<file path="src/rtl/mux_rr_n.sv">
// Registered N:1 valid/ready multiplexer with fixed-select or round-robin arbitration.
// One output register stage; sustains one transfer per cycle when the consumer is ready.

module mux_rr_lane #(
    parameter int W   = 4,
    parameter int SW  = 3,
    parameter int IDX = 0
) (
    input  logic          rst_n,
    input  logic [W-1:0]  ch_data_i,
    input  logic          grant_vld_i,
    input  logic [SW-1:0] grant_idx_i,
    input  logic          load_en_i,
    output logic          ready_o,
    output logic [W-1:0]  data_o
);
    logic hit;

    assign hit     = grant_vld_i && (grant_idx_i == SW'(IDX));
    // rst_n gates ready so producers see no acceptance while reset is held.
    assign ready_o = rst_n & load_en_i & hit;
    assign data_o  = hit ? ch_data_i : '0;
endmodule

module mux_rr_n #(
    parameter int W  = 4,
    parameter int N  = 8,
    parameter int SW = 3
) (
    input  logic           clk,
    input  logic           rst_n,
    input  logic [N*W-1:0] in_data,
    input  logic [N-1:0]   in_valid,
    output logic [N-1:0]   in_ready,
    input  logic           mode,
    input  logic [SW-1:0]  sel,
    output logic [W-1:0]   out_data,
    output logic [SW-1:0]  out_ch,
    output logic           out_valid,
    input  logic           out_ready
);
    localparam logic [SW-1:0] LAST = SW'(N-1);

    logic [W-1:0]          out_data_q, out_data_d;
    logic [SW-1:0]         out_ch_q, out_ch_d;
    logic                  out_valid_q, out_valid_d;
    logic [SW-1:0]         ptr_q, ptr_d;

    logic                  load_en, xfer;
    logic                  fix_vld, rr_vld, grant_vld;
    logic [SW-1:0]         rr_idx, grant_idx, scan_idx;
    logic [N-1:0][W-1:0]   lane_data;
    logic [W-1:0]          sel_data;

    function automatic logic [SW-1:0] wrap_add(input logic [SW-1:0] p, input int i);
        int s;
        s = int'(p) + i;
        if (s >= N) s = s - N;
        return SW'(s);
    endfunction

    assign load_en = ~out_valid_q | out_ready;

    // Comparing against every legal index means sel >= N simply never matches.
    always_comb begin
        fix_vld = 1'b0;
        for (int k = 0; k < N; k++) begin
            if (sel == SW'(k) && in_valid[k]) fix_vld = 1'b1;
        end
    end

    always_comb begin
        rr_vld   = 1'b0;
        rr_idx   = '0;
        scan_idx = '0;
        for (int i = 0; i < N; i++) begin
            scan_idx = wrap_add(ptr_q, i);
            if (!rr_vld && in_valid[scan_idx]) begin
                rr_vld = 1'b1;
                rr_idx = scan_idx;
            end
        end
    end

    assign grant_vld = mode ? rr_vld : fix_vld;
    assign grant_idx = mode ? rr_idx : sel;
    assign xfer      = load_en & grant_vld;

    genvar g;
    generate
        for (g = 0; g < N; g++) begin : g_lane
            mux_rr_lane #(.W(W), .SW(SW), .IDX(g)) u_lane (
                .rst_n       (rst_n),
                .ch_data_i   (in_data[g*W +: W]),
                .grant_vld_i (grant_vld),
                .grant_idx_i (grant_idx),
                .load_en_i   (load_en),
                .ready_o     (in_ready[g]),
                .data_o      (lane_data[g])
            );
        end
    endgenerate

    // At most one lane is non-zero, so an OR tree acts as the data mux.
    always_comb begin
        sel_data = '0;
        for (int k = 0; k < N; k++) sel_data = sel_data | lane_data[k];
    end

    always_comb begin
        out_data_d  = out_data_q;
        out_ch_d    = out_ch_q;
        out_valid_d = out_valid_q;
        ptr_d       = ptr_q;
        if (load_en) out_valid_d = grant_vld;
        if (xfer) begin
            out_data_d = sel_data;
            out_ch_d   = grant_idx;
            ptr_d      = (grant_idx == LAST) ? '0 : grant_idx + SW'(1);
        end
    end

    always_ff @(posedge clk or negedge rst_n) begin
        if (!rst_n) begin
            out_data_q  <= '0;
            out_ch_q    <= '0;
            out_valid_q <= 1'b0;
            ptr_q       <= '0;
        end else begin
            out_data_q  <= out_data_d;
            out_ch_q    <= out_ch_d;
            out_valid_q <= out_valid_d;
            ptr_q       <= ptr_d;
        end
    end

    assign out_data  = out_data_q;
    assign out_ch    = out_ch_q;
    assign out_valid = out_valid_q;
endmodule
</file>
<file path="config.mk">
export PLATFORM = sky130hd
export DESIGN_NAME = mux_rr_n
export DESIGN_NICKNAME = d
export VERILOG_FILES = /design/src/rtl/mux_rr_n.sv
export SDC_FILE = /design/constraint.sdc
export NUM_CORES = 1
export LEC_CHECK = 0
export ABC_AREA = 1
export BUFFER_PORTS_ARGS = -buffer_cell sky130_fd_sc_hd__buf_2
export CAP_MARGIN = 10
export CORE_MARGIN = 2
export CORE_UTILIZATION = 30
export DETAILED_ROUTE_END_ITERATION = 6
export GPL_TIMING_DRIVEN = 0
export SYNTH_ARGS = -nofsm -noshare
export SYNTH_HDL_FRONTEND = slang
export SYNTH_SLANG_ARGS = --single-unit
</file>
<file path="constraint.sdc">
create_clock -name clk -period 6.15 [get_ports clk]
set_clock_uncertainty 0.2 [all_clocks]
set_input_delay 0.615 -clock clk [delete_from_list [all_inputs] [get_ports clk]]
set_output_delay 0.615 -clock clk [all_outputs]
set_load 0.02 [all_outputs]
</file>
======== After elaboration in Yosys (flattened, before gate mapping) ========
Index checks and enable logic that the tools add are counted.
storage, ports and cells
  register bits after elaboration ......... 11
  input bits .............................. 47
  output and inout bits ................... 16
  logic and storage cells ................. 160
operators by class
  add/subtract/negate cells ............... 16
  $lt $le $gt $ge ......................... 16
  equal/unequal tests ..................... 14
  multiplexer cells ....................... 59
  bitwise gates (word level) .............. 19
  reduce and logical (&&, ||, !) cells .... 32
operators by type and width
  cell                                                                                 count
  3-bit 2-to-1 mux                                                                     18
  3-bit by 4-bit less-than comparator with 1-bit output, second input constant         8
  4-bit 2-to-1 mux                                                                     8
  4-bit greater-or-equal comparator, second input constant                             7
  4-bit bitwise OR                                                                     7
  1-bit 2-to-1 mux                                                                     25
  1-bit binary-select mux with 3-bit select                                            8
  3-bit == test, second input constant                                                 8
  3-bit by 1-bit subtractor with 3-bit output, second input constant                   8
  1-bit logical AND                                                                    23
  3-bit by 3-bit adder with 4-bit output, second input constant                        4
  3-bit by 2-bit == test with 1-bit output, second input constant                      4
  1-bit bitwise AND                                                                    10
  3-bit by 2-bit adder with 4-bit output, second input constant                        2
  1-bit logical NOT                                                                    7
  3-bit by 1-bit == test with 1-bit output, second input constant                      2
  3-bit logical NOT                                                                    2
  3-bit by 1-bit adder with 4-bit output, second input constant                        1
  3-bit by 4-bit greater-or-equal comparator with 1-bit output, second input constant  1
  3-bit by 1-bit adder with 3-bit output, second input constant                        1
  1-bit inverter                                                                       1
  1-bit bitwise OR                                                                     1

======== Depth between registers and ports, before layout ========
  depth in word-level cells ............... 37
  depth in mapped cells ................... 27

======== Hierarchy ========
Synthesis repeated with hierarchy kept, for this count alone.
unflattened totals
  cells, all modules ...................... 350
  area, all modules ....................... 1,930.6 um2
modules (own cells, without submodules)
  module                              times used  cells each  area an instance (um2)  seq. area each (um2)
  mux_rr_n                            1           234         1,437.6                 275.3
  mux_rr_lane (g_lane[3].u_lane ...)  3           15          61.3                    0.0
  mux_rr_lane (g_lane[1].u_lane ...)  3           14          57.6                    0.0
  mux_rr_lane (g_lane[7].u_lane)      1           15          76.3                    0.0
  mux_rr_lane (g_lane[0].u_lane)      1           14          60.1                    0.0

======== Worst setup path after synthesis ========
OpenSTA, ideal clock, no wires.
  path kind ............................... flip-flop to output port
  start ................................... register ptr_q[0]
  end ..................................... output in_ready[6]
  arrival ................................. 3,073 ps
  required time ........................... 5,335 ps
  path slack .............................. 2,262 ps
  cell stages (with the launch flop) ...... 22
  cells stage by stage .................... dfrtp_1 > buf_6 > inv_4 > buf_12 > ha_1 > inv_1 > nand3_1 > nand3_2 > nand2_4 > nor2_8 > nand4_4 > nor2_4 > nand3_1 > o2111ai_1 > nand2_1 > inv_1 > ha_1 > inv_1 > nor2_2 > nand3_1 > nor2_1 > buf_4
on the way
  word-level cells in the longest chain between the ends .. 30
RTL lines
  what                                                                             line  text
  start: declaration                                                               47    logic [SW-1:0] ptr_q, ptr_d;
  start signal: assignment                                                         133   ptr_q <= ptr_d;
  branches (longest 25 deep; another with 3-bit by 1-bit adder with 4-bit output)  --
  3-bit 2-to-1 mux (*)                                                             78    if (!rr_vld && in_valid[scan_idx]) begin
  3-bit 2-to-1 mux (*)                                                             86    assign grant_idx = mode ? rr_idx : sel;
  named net g_lane[0].u_lane.grant_idx_i[1]                                        12    input logic [SW-1:0] grant_idx_i,
  3-bit == test (*)                                                                19    assign hit = grant_vld_i && (grant_idx_i == SW'(IDX));
  1-bit logical AND (*)                                                            19
  1-bit bitwise AND (*)                                                            21    assign ready_o = rst_n & load_en_i & hit;
  end: declaration                                                                 34    output logic [N-1:0] in_ready,
Mark *: on every way through the listed nets, which the timed path passes. The select of a mux whose other input is x is not followed.

======== Worst setup path in the final report ========
  start ................................... register ptr_q[0]
  end ..................................... output in_ready[1]
on the way
  word-level cells in the longest chain between the ends .. 30
RTL lines
  what                                                                             line
  branches (longest 25 deep; another with 3-bit by 1-bit adder with 4-bit output)  --
  3-bit 2-to-1 mux (*)                                                             78
  3-bit 2-to-1 mux (*)                                                             86
  named net g_lane[0].u_lane.grant_idx_i[0]                                        12
  3-bit by 1-bit == test with 1-bit output (*)                                     19
  1-bit logical AND (*)                                                            19
  1-bit bitwise AND (*)                                                            21
Marked as above.

==> metrics.md <==
| Metric | Value |
|---|---|
| Outcome | `completed` |
| Post CTS Setup Buffer Count | `0` |
| CTS Buffer Depth | `2` |
| Max Freq | `0.211 GHz` |
| Peak supply drop | `0.249 mV` |
| Power Dens Cells | `584 nW/um^2` |
| Most common cell after layout, fill and taps aside | `nand2_1` |
| Final ANT Viol Nets | `0` |
| Layout Cells excl Fill | `448` |
| Die X | `85.6 um` |
| Syn Nets | `360` |
| CTS Buf Count | `3` |
| H-tree Lvls | `1` |
| Min Tclk post-route | `4.73 ns` |
| Synth Instances | `305` |
| Slew @ Worst Pin | `0.508 ns` |
| Die Height | `85.6 um` |
| Post-layout util | `38.3%` |
| Seq pwr share | `8.6%` |
| Relative slew margins | `65.8%` |
| Dpl ws | `1.66 ns` |
| Most frequent cells in the layout | `nand2_1 (79), buf_2 (63), inv_1 (34)` |
| All-Layer GR Usage | `15.5%` |
| Mean post-synth cell area | `6.54 um^2` |
| CP required | `5.33 ns` |
| Critical Path AT | `3.92 ns` |
| YS warnings | `0` |
| CP Class | `reg -> out` |
| Final wirelength | `5.53 mm` |
| Reg clk slew, reported paths | `0.06 ns` |
| Final #Nets | `427` |
| Slew Limit Fails | `0` |
| Worst setup margin | `1.42 ns` |
| CTS tree | `yes` |
| Layout cells sized above 1 | `36.1%` |
| Leading post-synthesis cells by cell area | `nand2_1 (15%), dfrtp_1 (14%), nand3_1 (7.8%), inv_1 (6.4%), nand3_2 (6.0%)` |
| Nature of the critical path startpoint | `flip-flop` |
| DP Cell Count | `444` |
| Max Cap Viol | `0` |
| Vias | `2131` |
| CTS Hold Bufs | `0` |
| Switch Pwr | `830 uW` |
| Initial detailed-routing violation count | `106` |
| Worst Path Max Fanout | `10` |
| Fillers | `709` |
| Cells resized by post-CTS repair | `0` |
| Vias in the first global route | `2083` |
| Yosys top cell by area | `nand2_1` |
| First-pass GRT wire length | `9.32 mm` |
| GPL Wtd Cong | `0.907` |
| TritonRoute pass-1 iters | `4` |
| GRT overflow | `0` |
| Setup_tns | `0 ns` |
| WL/cell | `12.4 um` |
| RSZ-0062 raised after global routing | `false` |
| Flops & latches, synth | `11` |
| Final setup fails | `0` |
| Cell area after placement | `2400 um^2` |
| DRC viols | `0` |
| Register area share after synthesis | `13.8%` |
| IO Port Bufs | `62` |
| Starting Density | `31.2%` |
| Sw Share | `58.1%` |
| Antenna diode count | `0` |
| Internal power | `599 uW` |
| Yosys top cell area share | `14.9%` |
| Clk pwr share | `5.2%` |
| Worst hold path type | `in -> async` |
| Clk root buf | `clkbuf_8` |
| Vias per cell | `4.76` |
| Mapped cell area | `2000 um^2` |
| Final Instance Area | `2450 um^2` |
| Detailed placer's ending HPWL | `4.59 mm` |
| Fin. Hold Viols | `0` |
| Num rows | `29` |
| Final period util | `76.9%` |
| Initial antenna violation count | `0` |
| Unique masters post-synth | `43` |
| Die area | `7320 um^2` |
| Worst setup EP type | `output port` |
| Pleak | `0.00132 uW` |
| Core Region | `6390 um^2` |
| Worst-skew pair later-pin latency | `0.24 ns` |
| # clock sinks | `11` |
| Top-level port count | `63` |
| Largest net degree at the start of global routing | `13` |
| Synth-to-layout area growth | `22.6%` |
| Logic pwr share | `86.2%` |
-- metal layers --
metal / GRT usage (%) / share of wire (%)
met1: 21.4 / 48
met2: 26.1 / 47
met3: 1.35 / 3.3
met4: 3.61 / 1.2
met5: 0 / 0
-- state kept, by name, summed over array words and instances (netlist names) --
name	flops
out_valid	1
out_data	4
out_ch	3
ptr_q	3
-- worst paths after layout --
path                            startpoint           to  slack [ns]  depth (start not counted)
worst max register to register    ptr_q[0]  out_data[2]        2.19                         25
min in group clk                 out_ch[2]    out_ch[2]        0.29                          2
worst min-delay path                 rst_n  out_data[2]        0.05                          1
worst max-delay path              ptr_q[0]  in_ready[1]        1.42                         24
max in group asynchronous            rst_n     ptr_q[0]        5.47                          1
worst min register to register   out_ch[2]    out_ch[2]        0.29                          2
-- cells by family after synthesis --
family          Yosys count  synth area share (%)
simple gates            201                  55.4
buf+inv                  56                  15.4
compound gates           24                  7.84
flops                    11                  13.8
fa+ha+maj                 8                  5.02
xor+xnor                  5                  2.57
-- worst max-delay path, stage by stage, from the launching register on --
cell and delay (ns):
dfrtp_1 0.35, buf_6 0.15, inv_4 0.04, buf_12 0.14
ha_1 0.38, inv_1 0.19, nand3_1 0.10, nand2_1 0.12
nand2_1 0.06, nand2_1 0.15, nand4_4 0.14, nor2_4 0.17
nand2_1 0.10, nand3b_1 0.10, nand2_1 0.05, nand3_1 0.08
o21ai_0 0.20, inv_1 0.14, ha_1 0.15, inv_1 0.06
nor2_2 0.27, nand2_1 0.16, nor2_1 0.11, buf_4 0.11
buf_2 0.15
-- Yosys cell counts (all sizes together) --
cell and n:
nand3b 1, a21oi 8, nand3 44, or2 5, nor4 3, dfrtp 11, o2111ai 1, o21bai 1
o21ai 10, clkbuf 1, and2 1, nor3b 1, ha 8, o21a 1, nor2 37, xnor2 3
nand4 12, buf 16, inv 37, nor3 5, nand2 92, o22ai 1, clkinv 2, xor2 2
a32oi 2
-- stage by stage --
stage | hold slack (ns) | total power, uW
finish | 0.0463 | 1430
global route | 0.0648 | 1590
CTS | 0.0614 | 1440
detailed placement | 0.279 | 1360
global placement | 0.280 | 1350
floorplan | 0.119 | 1120
-- layout make-up --
type	instances	area [um^2]	area share, %
buffer	17	158	6.44
clock buffer	4	45.0	1.84
inverter	39	149	6.08
sequential	11	275	11.2
multi-input combinational	238	1410	57.8
timing repair buffer	62	310	12.7
tap	77	96.3	3.94
-- power by group through the flow --
stage	combinational (uW)	sequential [uW]	clock (uW)
6_report	1230	123	74.8
5_1_grt	1380	128	82.0
4_1_cts	1240	123	76.0
3_5_place_dp	1230	124	0
3_3_place_gp	1230	124	0
2_1_floorplan	964	153	0
Note: power is estimated with default switching activity, not from simulation.
